File: config.mk
export PLATFORM = sky130hd
export DESIGN_NAME = dmem_arbiter
export DESIGN_NICKNAME = d
export VERILOG_FILES = /design/src/rtl/dmem_arb_pkg.sv /design/src/rtl/dmem_arbiter_rr_pick.sv /design/src/rtl/dmem_arbiter.sv
export SDC_FILE = /design/constraint.sdc
export NUM_CORES = 1
export LEC_CHECK = 0
export CAP_MARGIN = 20
export CORE_MARGIN = 3
export CORE_UTILIZATION = 36
export DETAILED_ROUTE_END_ITERATION = 6
export GPL_TIMING_DRIVEN = 0
export PLACE_DENSITY = 0.83
export SETUP_SLACK_MARGIN = 0.1
export SYNTH_ARGS = -nofsm -noshare
export SYNTH_HDL_FRONTEND = slang
export SYNTH_SLANG_ARGS = --single-unit
File: constraint.sdc
create_clock -name clk -period 4.3 [get_ports clk]
set_input_delay 0.645 -clock clk [delete_from_list [all_inputs] [get_ports clk]]
set_output_delay 0.645 -clock clk [all_outputs]
set_load 0.005 [all_outputs]
File: src/rtl/dmem_arb_pkg.sv
// Shared types for the data-memory arbiter.
//  arb_state_e : arbitration FSM states
//  req_idx_t   : requester index, wide enough for the largest legal NUM_REQ (4)
//  last_rst()  : reset value of the round-robin pointer, so requester 0 wins first
package dmem_arb_pkg;

  // Fixed at the width needed for NUM_REQ=4 so one type serves every legal build.
  localparam int unsigned REQ_IDX_W = 2;

  typedef logic [REQ_IDX_W-1:0] req_idx_t;

  typedef enum logic {
    ARB_FREE   = 1'b0,
    ARB_LOCKED = 1'b1
  } arb_state_e;

  localparam int unsigned DEF_NUM_REQ  = 2;
  localparam req_idx_t    LAST_RST_DEF = req_idx_t'(DEF_NUM_REQ - 1);

  // Pointer parked on the highest index so the scan starts at requester 0.
  function automatic req_idx_t last_rst(input int unsigned n);
    return req_idx_t'(n - 1);
  endfunction

endpackage

File: src/rtl/dmem_arbiter_rr_pick.sv
// Combinational round-robin picker.
//  req  : request vector
//  last : index granted most recently; the scan starts at last+1
//  mask : only requesters with mask=1 may win
//  gnt  : one-hot grant (zero if nobody eligible)
//  idx  : index of the granted requester (0 if none)
module rr_pick
  import dmem_arb_pkg::*;
#(
  parameter int unsigned N = 2
) (
  input  logic [N-1:0] req,
  input  req_idx_t     last,
  input  logic [N-1:0] mask,
  output logic [N-1:0] gnt,
  output req_idx_t     idx
);

  logic [N-1:0] elig;
  logic         found;

  assign elig = req & mask;

  // Scan last+1, last+2, ... modulo N; first eligible requester wins.
  always_comb begin
    gnt   = '0;
    idx   = '0;
    found = 1'b0;
    for (int unsigned i = 1; i <= N; i++) begin
      for (int unsigned j = 0; j < N; j++) begin
        if (!found && elig[j] && (j == (32'(last) + i) % N)) begin
          found  = 1'b1;
          gnt[j] = 1'b1;
          idx    = req_idx_t'(j);
        end
      end
    end
  end

endmodule

File: src/rtl/dmem_arbiter.sv
// Round-robin arbiter sharing a single-port data memory (async read, sync write)
// between NUM_REQ requesters, with a bounded lock for read-modify-write.
//  clk, rst             : clock, synchronous active-high reset
//  req/lock/wen         : per-requester request, keep-ownership, write-enable
//  addr/wdata           : packed per-requester address / write data
//  gnt                  : one-hot grant, combinational in the request cycle
//  rvalid/rdata         : registered read return, one cycle after a read grant
//  mem_wen/addr/data_in : drive the data memory
//  mem_data_out         : async read data from the data memory
module dmem_arbiter
  import dmem_arb_pkg::*;
#(
  parameter int unsigned DATA_PATH_WIDTH = 8,
  parameter int unsigned ADDR_WIDTH      = 8,
  parameter int unsigned NUM_REQ         = 2,
  parameter int unsigned LOCK_MAX        = 8
) (
  input  logic                            clk,
  input  logic                            rst,
  input  logic [NUM_REQ-1:0]              req,
  input  logic [NUM_REQ-1:0]              lock,
  input  logic [NUM_REQ-1:0]              wen,
  input  logic [NUM_REQ*ADDR_WIDTH-1:0]   addr,
  input  logic [NUM_REQ*DATA_PATH_WIDTH-1:0] wdata,
  output logic [NUM_REQ-1:0]              gnt,
  output logic [NUM_REQ-1:0]              rvalid,
  output logic [DATA_PATH_WIDTH-1:0]      rdata,
  output logic                            mem_wen,
  output logic [ADDR_WIDTH-1:0]           mem_addr,
  output logic [DATA_PATH_WIDTH-1:0]      mem_data_in,
  input  logic [DATA_PATH_WIDTH-1:0]      mem_data_out
);

  localparam int unsigned AW    = ADDR_WIDTH;
  localparam int unsigned DW    = DATA_PATH_WIDTH;
  localparam int unsigned CNT_W = $clog2(LOCK_MAX + 1);
  localparam req_idx_t    LAST_RST = last_rst(NUM_REQ);

  arb_state_e         state;
  req_idx_t           owner;
  req_idx_t           last;
  logic [CNT_W-1:0]   lock_cnt;

  logic               locked_eff;
  logic [NUM_REQ-1:0] mask;
  logic               own_lock;
  logic [NUM_REQ-1:0] pick_gnt;
  req_idx_t           pick_idx;
  logic               win;
  logic               wen_g;
  logic               lock_g;

  // A lock that has reached LOCK_MAX is released before arbitration this cycle.
  assign locked_eff = (state == ARB_LOCKED) && (lock_cnt < CNT_W'(LOCK_MAX));

  // Eligibility mask and owner's lock bit.
  always_comb begin
    mask     = '1;
    own_lock = 1'b0;
    for (int unsigned j = 0; j < NUM_REQ; j++) begin
      if (locked_eff) mask[j] = (owner == req_idx_t'(j));
      if (owner == req_idx_t'(j)) own_lock = lock[j];
    end
  end

  rr_pick #(.N(NUM_REQ)) u_pick (
    .req  (req),
    .last (last),
    .mask (mask),
    .gnt  (pick_gnt),
    .idx  (pick_idx)
  );

  // No access is presented while reset is asserted.
  assign gnt = rst ? '0 : pick_gnt;
  assign win = |gnt;

  // Winner's fields onto the memory port; zeros when idle.
  always_comb begin
    mem_wen     = 1'b0;
    mem_addr    = '0;
    mem_data_in = '0;
    wen_g       = 1'b0;
    lock_g      = 1'b0;
    for (int unsigned j = 0; j < NUM_REQ; j++) begin
      if (gnt[j]) begin
        mem_wen     = wen[j];
        mem_addr    = addr[j*AW +: AW];
        mem_data_in = wdata[j*DW +: DW];
        wen_g       = wen[j];
        lock_g      = lock[j];
      end
    end
  end

  // FSM, pointer, lock counter and read return.
  always_ff @(posedge clk) begin
    if (rst) begin
      state    <= ARB_FREE;
      owner    <= '0;
      last     <= LAST_RST;
      lock_cnt <= '0;
      rdata    <= '0;
      rvalid   <= '0;
    end else begin
      rvalid <= '0;
      if (win) begin
        last <= pick_idx;
        if (!wen_g) begin
          rdata  <= mem_data_out;
          rvalid <= gnt;
        end
        if (lock_g) begin
          if (locked_eff) begin
            lock_cnt <= lock_cnt + CNT_W'(1);
          end else begin
            state    <= ARB_LOCKED;
            owner    <= pick_idx;
            lock_cnt <= CNT_W'(1);
          end
        end else begin
          state    <= ARB_FREE;
          lock_cnt <= '0;
        end
      end else if (locked_eff) begin
        // Owner idle: holding the lock still consumes budget; dropping it frees.
        if (own_lock) begin
          lock_cnt <= lock_cnt + CNT_W'(1);
        end else begin
          state    <= ARB_FREE;
          lock_cnt <= '0;
        end
      end else if (state == ARB_LOCKED) begin
        state    <= ARB_FREE;
        lock_cnt <= '0;
      end
    end
  end

endmodule

==> results.yml, run 1 <==
pwr:
  pwr-share-seq: 0.415
  power_leakage_nw: 0.689
  p_int_w: 0.000301
  peakVddDrop_mv: 0.303
  power_switching_w: 0.000115
  clkPwrFrac: 0.203
  powerDensity_nw_per_um2: 227
  combinationalPowerShare: 0.382
  power_switching_share: 0.277
route:
  avgRoutedWirePerCell_um: 15.9
  ant_nets: 0
  vias_per_cell: 5.24
  finalWirelength_mm: 3.46
  drtIter0Drc: 48
  vias: 1137
  first_pass_iters: 4
  drc: 0
synthesis:
  ys_seq_elements: 17
  synth_top_family_by_area: "compound AO/OA/AOI/OAI gates"
  synth_area_um2: 1020
  syn_nets: 157
  ys_seq_area_frac: 0.333
  synthTopCellsByArea: "dfxtp_1, a22o_1, mux2i_1"
  synth_simple_gate_area_frac: 0.173
  yosysTopAreaCellShare: 0.333
  syn_area_per_cell_um2: 9.47
  synth_edf_count: 0
  yosys_warnings: 0
  ys_types: 35
  synth-xor-area-share: 0
  synthMuxAreaShare: 0.118
  synthAdderAreaFrac: 0.0122
  yosysTopAreaCell: "dfxtp_1"
  synth_cells: 108
  postSynth.asyncResetShare: 0
  synth-compound-area-share: 0.323
  synth_ff_type: "dfxtp_1"
clock_tree:
  clockBufferDepth: 2
  cts_hold_buffers: 0
  clk-insertion-delay-late_ps: 290
  cts_sinks: 17
  post_cts_resized: 0
  clockRootBuffer: "clkbuf_4"
  cts_tree: "done"
  post-cts-setup-buffers: 0
  htreeDepth: 1
  clkTransAtPathRegs_ps: 90
  cts_buffers: 3
timing:
  drv_slew: 0
  timing.fmax_mhz: 299
  clock-skew-final_ps: 2.45
  setup_viol: 0
  holdWs_ps: 482
  finalHoldViolations: 0
  tns_ps: 0
  period_share: 0.778
  fin_crit_ps: 3340
  slew_headroom: 0.608
  tightest_slew_ps: 583
  rsz0062_at_grt: "false"
floorplanning:
  rows: 18
  die_w_um: 59.3
  die_area_um2: 3510
  dieHeight_um: 59.3
  start_util: 0.395
  io_pins: 77
  core_area_um2: 2590
outcome:
  outcome: "finished, final reports clean"
setup_path:
  worst-setup-path-type: "in2out"
  regToRegEndpoint: "owner[0]$_SDFFE_PP0P_"
  r2r_slack_ps: 2700
  rr_worst_depth: 6
  endpoint: "mem_addr[2]"
  critPathRequiredTime_ps: 3650
  end_kind: "output pin"
  cp.arrival_ps: 2700
  r2r_start: "state$_SDFFE_PP0P_"
  critPathLaunchType: "input pin"
  path_max_fanout: 10
  cp-startpoint: "req[0]"
global_routing:
  grt_max_degree: 11
  grt_pass1_vias: 1108
  antenna_found_initial: 0
  grtUsageTotal: 0.200
  overflow: 0
  grt_pass1_wl_mm: 5.33
worst_hold_path:
  hp-class: "reg2reg"
placement:
  globalplace.congestion: 0.846
  placed_area_um2: 1810
  port_buffers: 75
  dp_hpwl_mm: 2.83
layout:
  syn2layout_area_growth_pct: 79.8
  design_area_um2: 1840
  antenna_cells: 0
  fin_util: 0.710
  n_fill_cell: 211
  nets: 237
  final_layout_size_suffix_gt1_frac: 0.0909
flow_run:
  cap_violations: 0
-- final cells by class --
type	instances	area, um2	share of cell area
repair buffers	75	751	0.408
clock buffers	3	22.5	0.0123
well taps	30	37.5	0.0204
plain buffers	5	31.3	0.0170
flip-flops and latches	17	340	0.185
inverters	3	11.3	0.00613
clock inverters	1	5.00	0.00272
multi-input cells	83	639	0.348
-- worst max-delay path, stage by stage --
cell             delay (ps)
clkdlybuf4s50_1         620
nand2_1                 200
o211ai_4                280
nor2_4                  100
buf_6                   160
a22o_1                  230
clkdlybuf4s50_1         460
-- cells in the mapped netlist (2+ instances only) --
cell type,count
nand3_1,2
nor2_1,16
dfxtp_1,17
o211ai_4,2
a22o_1,16
a21oi_1,3
mux2i_1,12
inv_1,3
o21bai_1,2
nand2_1,7
o21ai_0,2
clkbuf_1,2
a211oi_1,2
-- kinds of logic (layout without fill, tap and decap cells) --
family | Yosys count | after routing
fa+ha+maj | 1 | 1
compound gates | 35 | 35
buf+inv | 8 | 87
mux | 12 | 12
simple gates | 35 | 35
flops | 17 | 17
-- stage by stage --
stage / std cells / power [W] / setup slack, ps
6_report: 217 / 0.000417 / 956
5_1_grt: 217 / 0.000443 / 868
2_1_floorplan: 108 / 0.000242 / 2010
3_3_place_gp: 213 / 0.000331 / 1000
4_1_cts: 217 / 0.000420 / 967
3_5_place_dp: 213 / 0.000336 / 971
-- power groups by stage --
stage	registers, W	logic (W)	clock network, W
finish	0.000173	0.000159	0.0000844
detailed placement	0.000177	0.000159	0
floorplan	0.000176	0.0000656	0
global placement	0.000176	0.000155	0
CTS	0.000173	0.000160	0.0000874
global route	0.000174	0.000172	0.0000966
-- state kept, by name, indices dropped and copies added (netlist names) --
signal and count:
rdata 8, state 1, last 1, rvalid 2, owner 1, lock_cnt 4
-- cell usage in the layout (no fill, tap or decap), types with 2 or more instances in the layout --
cell,count
a211oi_1,2
a21oi_1,3
a22o_1,16
clkbuf_1,2
clkbuf_4,3
clkdlybuf4s50_1,75
dfxtp_1,17
inv_1,3
mux2i_1,12
nand2_1,7
nand3_1,2
nor2_1,16
o211ai_4,2
o21ai_0,2
o21bai_1,2
-- routing by layer --
| layer | up-vias | wire (um) | global-route usage |
|---|---|---|---|
| met5 | - | 0 | 0 |
| met4 | 0 | 11 | 0.0356 |
| met3 | 2 | 271 | 0.0675 |
| met2 | 43 | 1800 | 0.349 |
| met1 | 522 | 1380 | 0.237 |
| li1 | 570 | - | - |
-- worst min path at each step --
stage                              from                  endpoint  slack, ps  cells past startpoint
4_1_cts        lock_cnt[2]$_SDFFE_PP0P_  lock_cnt[2]$_SDFFE_PP0P_        490                      1
3_5_place_dp   lock_cnt[2]$_SDFFE_PP0P_  lock_cnt[2]$_SDFFE_PP0P_        470                      1
6_report       lock_cnt[2]$_SDFFE_PP0P_  lock_cnt[2]$_SDFFE_PP0P_        480                      1
2_1_floorplan  lock_cnt[2]$_SDFFE_PP0P_  lock_cnt[2]$_SDFFE_PP0P_        440                      1
5_1_grt        lock_cnt[2]$_SDFFE_PP0P_  lock_cnt[2]$_SDFFE_PP0P_        510                      1
3_3_place_gp   lock_cnt[2]$_SDFFE_PP0P_  lock_cnt[2]$_SDFFE_PP0P_        450                      1
Power figures use the tool's default switching activity.
==> inputs of run 2 (changes only) <==
- CORE_UTILIZATION: 36 -> 33
- PLACE_DENSITY: 0.83 -> 0.77
- clock period: 4.3 -> 3.3 ns (I/O delays scaled with it)
==> run 2 against run 1 <==
Net effect: clock power is 39% higher; count of clock-buffer cells in the layout stayed put; critical path depth unchanged; utilization decreased by 6.4 points; final cell count rose by 0.46%; register-to-register slack lost 1000 ps.
==> results.yml, run 2 (synthesis results as in run 1) <==
outcome:
  outcome: "finished, final reports clean"
pwr:
  powerDensity_nw_per_um2: 297
  peakVddDrop_mv: 0.190
  power_leakage_nw: 0.686
layout:
  final_layout_size_suffix_gt1_frac: 0.0909
  largest-register: "rdata"
  final_cell_mix: "clkdlybuf4s50_1, dfxtp_1, a22o_1, nor2_1, mux2i_1"
  syn2layout_area_growth_pct: 80.2
  largest_register_ffs: 8
  nets: 237
  final_common_cell: "clkdlybuf4s50_1"
  design_area_um2: 1840
  antenna_cells: 0
  n_fill_cell: 249
  reg_top3: "rdata (8), lock_cnt (4), rvalid (2)"
route:
  finalWirelength_mm: 3.26
  first_pass_iters: 4
  vias: 1123
  avgRoutedWirePerCell_um: 14.9
  ant_nets: 0
  vias_per_cell: 5.15
  drtIter0Drc: 21
  drc: 0
setup_path:
  path_max_fanout: 10
  r2r_start: "lock_cnt[3]$_SDFFE_PP0P_"
  slowest_stage: "clkdlybuf4s50_1"
  cp.arrival_ps: 2570
  critPathRequiredTime_ps: 2800
  slowest_delay_ps: 630
  worst-setup-path-type: "in2out"
  worstPathCellList: "clkdlybuf4s50_1 > nand2_1 > o211ai_4 > nor2_4 > buf_6 > a22o_1 > clkdlybuf4s50_1"
  cpMostUsedCell: "clkdlybuf4s50_1"
  cp-startpoint: "req[0]"
  end_kind: "output pin"
  critPathLaunchType: "input pin"
clock_tree:
  cts_sinks: 17
  clk-insertion-delay-late_ps: 300
  clkTransAtPathRegs_ps: 110
  clockRootBuffer: "clkbuf_4"
  post-cts-setup-buffers: 0
  cts_hold_buffers: 0
  clockBufferDepth: 2
  cts_tree: "done"
  cts_buffers: 3
  post_cts_resized: 0
  htreeDepth: 1
timing:
  tns_ps: 0
  clock-skew-final_ps: 6.85
  finalHoldViolations: 0
  tightest_slew_ps: 596
  period_share: 0.929
  timing.fmax_mhz: 326
  setup_viol: 0
  fin_crit_ps: 3070
  slew_headroom: 0.599
  drv_slew: 0
  rsz0062_at_grt: "false"
global_routing:
  grtUsageMet1: 0.200
  busiest_layer: "met2"
  grt_pass1_wl_mm: 4.66
  grtUsageTotal: 0.167
  overflow: 0
  antenna_found_initial: 0
  met3_usage: 0.0587
  grt_pass1_vias: 1020
  met2_usage: 0.280
  grt_max_degree: 12
worst_hold_path:
  hp-class: "reg2reg"
  hold_start: "lock_cnt[2]$_SDFFE_PP0P_"
floorplanning:
  die_area_um2: 3800
  die_w_um: 61.7
  core_area_um2: 2850
  rows: 19
  io_pins: 77
  start_util: 0.358
  dieHeight_um: 61.7
placement:
  globalplace.congestion: 0.786
  port_buffers: 75
  dp_hpwl_mm: 2.78
  placed_area_um2: 1810
flow_run:
  cap_violations: 0
-- run 2: worst max-delay path: cells and delay by family --
family,cells,cell delay (ps)
compound gates,2,540
buf+inv,3,1240
simple gates,2,300
-- run 2: worst paths after layout --
path / endpoint / slack [ps] / depth (start not counted)
min: lock_cnt[2]$_SDFFE_PP0P_ / 470 / 1
min reg2reg: lock_cnt[2]$_SDFFE_PP0P_ / 470 / 1
max: mem_data_in[6] / 230 / 7
max reg2reg: rdata[5]$_SDFFE_PP0P_ / 1690 / 5
-- run 2: area by class of cell --
type                            count  area [um2]  area share
Buffer                              5        31.3      0.0170
Clock buffer                        3        22.5      0.0122
Clock inverter                      1        7.51     0.00408
Inverter                            3        11.3     0.00611
Multi-Input combinational cell     83         639       0.347
Sequential cell                    17         340       0.185
Tap cell                           31        38.8      0.0211
Timing Repair Buffer               75         751       0.408
-- run 2: metal layers --
| layer | vias up | share of wire |
|---|---|---|
| li1 | 567 | - |
| met1 | 513 | 0.38 |
| met2 | 39 | 0.54 |
| met3 | 4 | 0.066 |
| met4 | 0 | 0.013 |
| met5 | - | 0 |
-- run 2: power by group --
group | leakage [nW] | switching [W] | total (W) | internal, W
Sequential | 0.139 | 0.00000801 | 0.000225 | 0.000217
Clock | 0.0139 | 0.0000712 | 0.000117 | 0.0000462
Combinational | 0.532 | 0.0000748 | 0.000205 | 0.000130
Total | 0.686 | 0.000154 | 0.000548 | 0.000394
-- run 2: through the flow --
stage                     total power [W]  utilization  setup WS (ps)  hold WS, ps  instances
after global placement           0.000432        0.635            267          451        214
after floorplan                  0.000315            -           1310          440        108
after detailed placement         0.000437        0.635            233          453        214
final                            0.000548        0.646            234          467        218
after CTS                        0.000556        0.646            223          470        218
after global routing             0.000580        0.646            147          491        218
==> inputs of run 3 (changes only) <==
--- a/config.mk
+++ b/config.mk
@@ -6,10 +6,10 @@
 export NUM_CORES = 1
 export LEC_CHECK = 0
-export CAP_MARGIN = 20
 export CORE_MARGIN = 3
-export CORE_UTILIZATION = 33
+export CORE_UTILIZATION = 55
 export DETAILED_ROUTE_END_ITERATION = 6
+export DONT_BUFFER_PORTS = 1
 export GPL_TIMING_DRIVEN = 0
-export PLACE_DENSITY = 0.77
+export PLACE_DENSITY = 0.68
 export SETUP_SLACK_MARGIN = 0.1
 export SYNTH_ARGS = -nofsm -noshare
==> constraint.sdc (replaced) <==
create_clock -name clk -period 3.3 [get_ports clk]
set_input_delay 0.66 -clock clk [delete_from_list [all_inputs] [get_ports clk]]
set_output_delay 0.66 -clock clk [all_outputs]
set_load 0.005 [all_outputs]
==> run 3 against run 2 <==
Net effect: utilization grew 1.7 points; flip-flop and latch count stayed put; combinational power fell by 52%; design area fell by 41%; clock skew fell by 6.3 ps; non-clock buffer count down 75; maximum frequency up 23%; first-iteration DRC count fell by 29%; sequential share of layout area increased by 13 points; clock power decreased by 7%; count of clock-buffer cells in the layout unchanged; hold slack worse by 33 ps; critical path type is now reg2out; highest routed layer is now met3.
==> results.yml, run 3 (synthesis results as in run 1) <==
outcome:
  outcome: "finished, final reports clean"
clock_tree:
  post_cts_resized: 0
  clockRootBuffer: "clkbuf_4"
  post-cts-setup-buffers: 0
  clockBufferDepth: 2
  cts_buffers: 3
  htreeDepth: 1
  cts_sinks: 17
  cts_hold_buffers: 0
  clk-insertion-delay-late_ps: 290
  clkTransAtPathRegs_ps: 90
  cts_tree: "done"
timing:
  clock-skew-final_ps: 0.508
  tightest_slew_ps: 513
  tns_ps: 0
  slew_headroom: 0.655
  setup_viol: 0
  timing.fmax_mhz: 401
  finalHoldViolations: 0
  holdWs_ps: 434
  fin_crit_ps: 2500
  rsz0062_at_grt: "false"
  period_share: 0.757
  drv_slew: 0
global_routing:
  antenna_found_initial: 0
  grt_pass1_vias: 799
  overflow: 0
  grt_max_degree: 11
  grtUsageTotal: 0.187
  grt_pass1_wl_mm: 3.58
layout:
  syn2layout_area_growth_pct: 5.63
  design_area_um2: 1080
  multi_input_area_um2: 639
  final_cell_mix: "dfxtp_1, a22o_1, nor2_1"
  n_fill_cell: 149
  regArea_um2: 340
  largest-register: "rdata"
  reg_top3: "rdata (8), lock_cnt (4), rvalid (2)"
  fin_util: 0.663
  final_layout_size_suffix_gt1_frac: 0.152
  final_common_cell: "dfxtp_1"
  largest_register_ffs: 8
  nets: 162
  antenna_cells: 0
setup_path:
  path_max_fanout: 10
  worstPathCellList: "or3b_4 > o211ai_4 > nor2_4 > buf_6 > a22o_1"
  critPathLaunchType: "flop"
  slowest_delay_ps: 450
  cp.arrival_ps: 1840
  cp-startpoint: "state$_SDFFE_PP0P_"
  worst-setup-path-type: "reg2out"
  critPathRequiredTime_ps: 2640
  cpLargestDelayFamily: "simple AND/OR/NAND/NOR gates"
  regToRegEndpoint: "rdata[5]$_SDFFE_PP0P_"
  cp_num_buf_inv: 1
  r2r_slack_ps: 1680
  slowest_stage: "dfxtp_1"
  end_kind: "output pin"
  rr_worst_depth: 5
  r2r_start: "state$_SDFFE_PP0P_"
  cp.depth: 5
flow_run:
  cap_violations: 0
route:
  drtIter0Drc: 15
  vias: 853
  first_pass_iters: 4
  ant_nets: 0
  avgRoutedWirePerCell_um: 16.7
  drc: 0
  vias_per_cell: 6.27
  finalWirelength_mm: 2.27
pwr:
  pwr-share-seq: 0.524
  power_leakage_nw: 0.406
  clkPwrFrac: 0.251
  combinationalPowerShare: 0.225
  power_switching_share: 0.293
  power.total_w: 0.000434
  p_int_w: 0.000307
  powerDensity_nw_per_um2: 402
  peakVddDrop_mv: 0.287
  power_switching_w: 0.000127
worst_hold_path:
  hp-class: "in2reg"
  hold_start: "wen[0]"
  hold_depth: 1
  min_to: "rvalid[0]$_SDFF_PP0_"
floorplanning:
  start_util: 0.627
  die_area_um2: 2410
  rows: 14
  io_pins: 77
  die_w_um: 49.1
  core_area_um2: 1630
  dieHeight_um: 49.1
placement:
  dp_hpwl_mm: 1.88
  placed_area_um2: 1050
  port_buffers: 0
  globalplace.congestion: 0.889
run 3: power groups by stage:
stage / sequential [W] / combinational, W / clock, W
floorplan: 0.000229 / 0.0000855 / 0
global placement: 0.000232 / 0.0000958 / 0
detailed placement: 0.000232 / 0.0000991 / 0
CTS: 0.000227 / 0.0000990 / 0.000113
global route: 0.000229 / 0.000109 / 0.000124
finish: 0.000227 / 0.0000977 / 0.000109
run 3: area by class of cell:
cell class,instances,share of cell area
plain buffers,5,0.0290
clock buffers,3,0.0209
flip-flops and latches,17,0.315
well taps,24,0.0278
inverters,3,0.0104
clock inverters,1,0.00463
multi-input cells,83,0.592
run 3: routing by layer:
layer / part of all wire / track usage / wire (um)
met2: 0.50 / 0.330 / 1140
met3: 0.12 / 0.0979 / 271
met5: 0 / 0 / 0
met4: 0 / 0.0332 / 0
met1: 0.38 / 0.197 / 862
run 3: how the worst max path moves through the flow:
stage | endpoint | slack, ps
after detailed placement | mem_data_in[3] | 860
after global routing | mem_data_in[3] | 680
after CTS | mem_data_in[3] | 800
after floorplan | mem_addr[0] | 980
final | mem_data_in[3] | 800
after global placement | mem_data_in[5] | 880
run 3: stage by stage:
step                      cells  setup slack (ps)
final                       136               804
after CTS                   136               800
after detailed placement    132               862
after floorplan             108               982
after global routing        136               682
after global placement      132               883
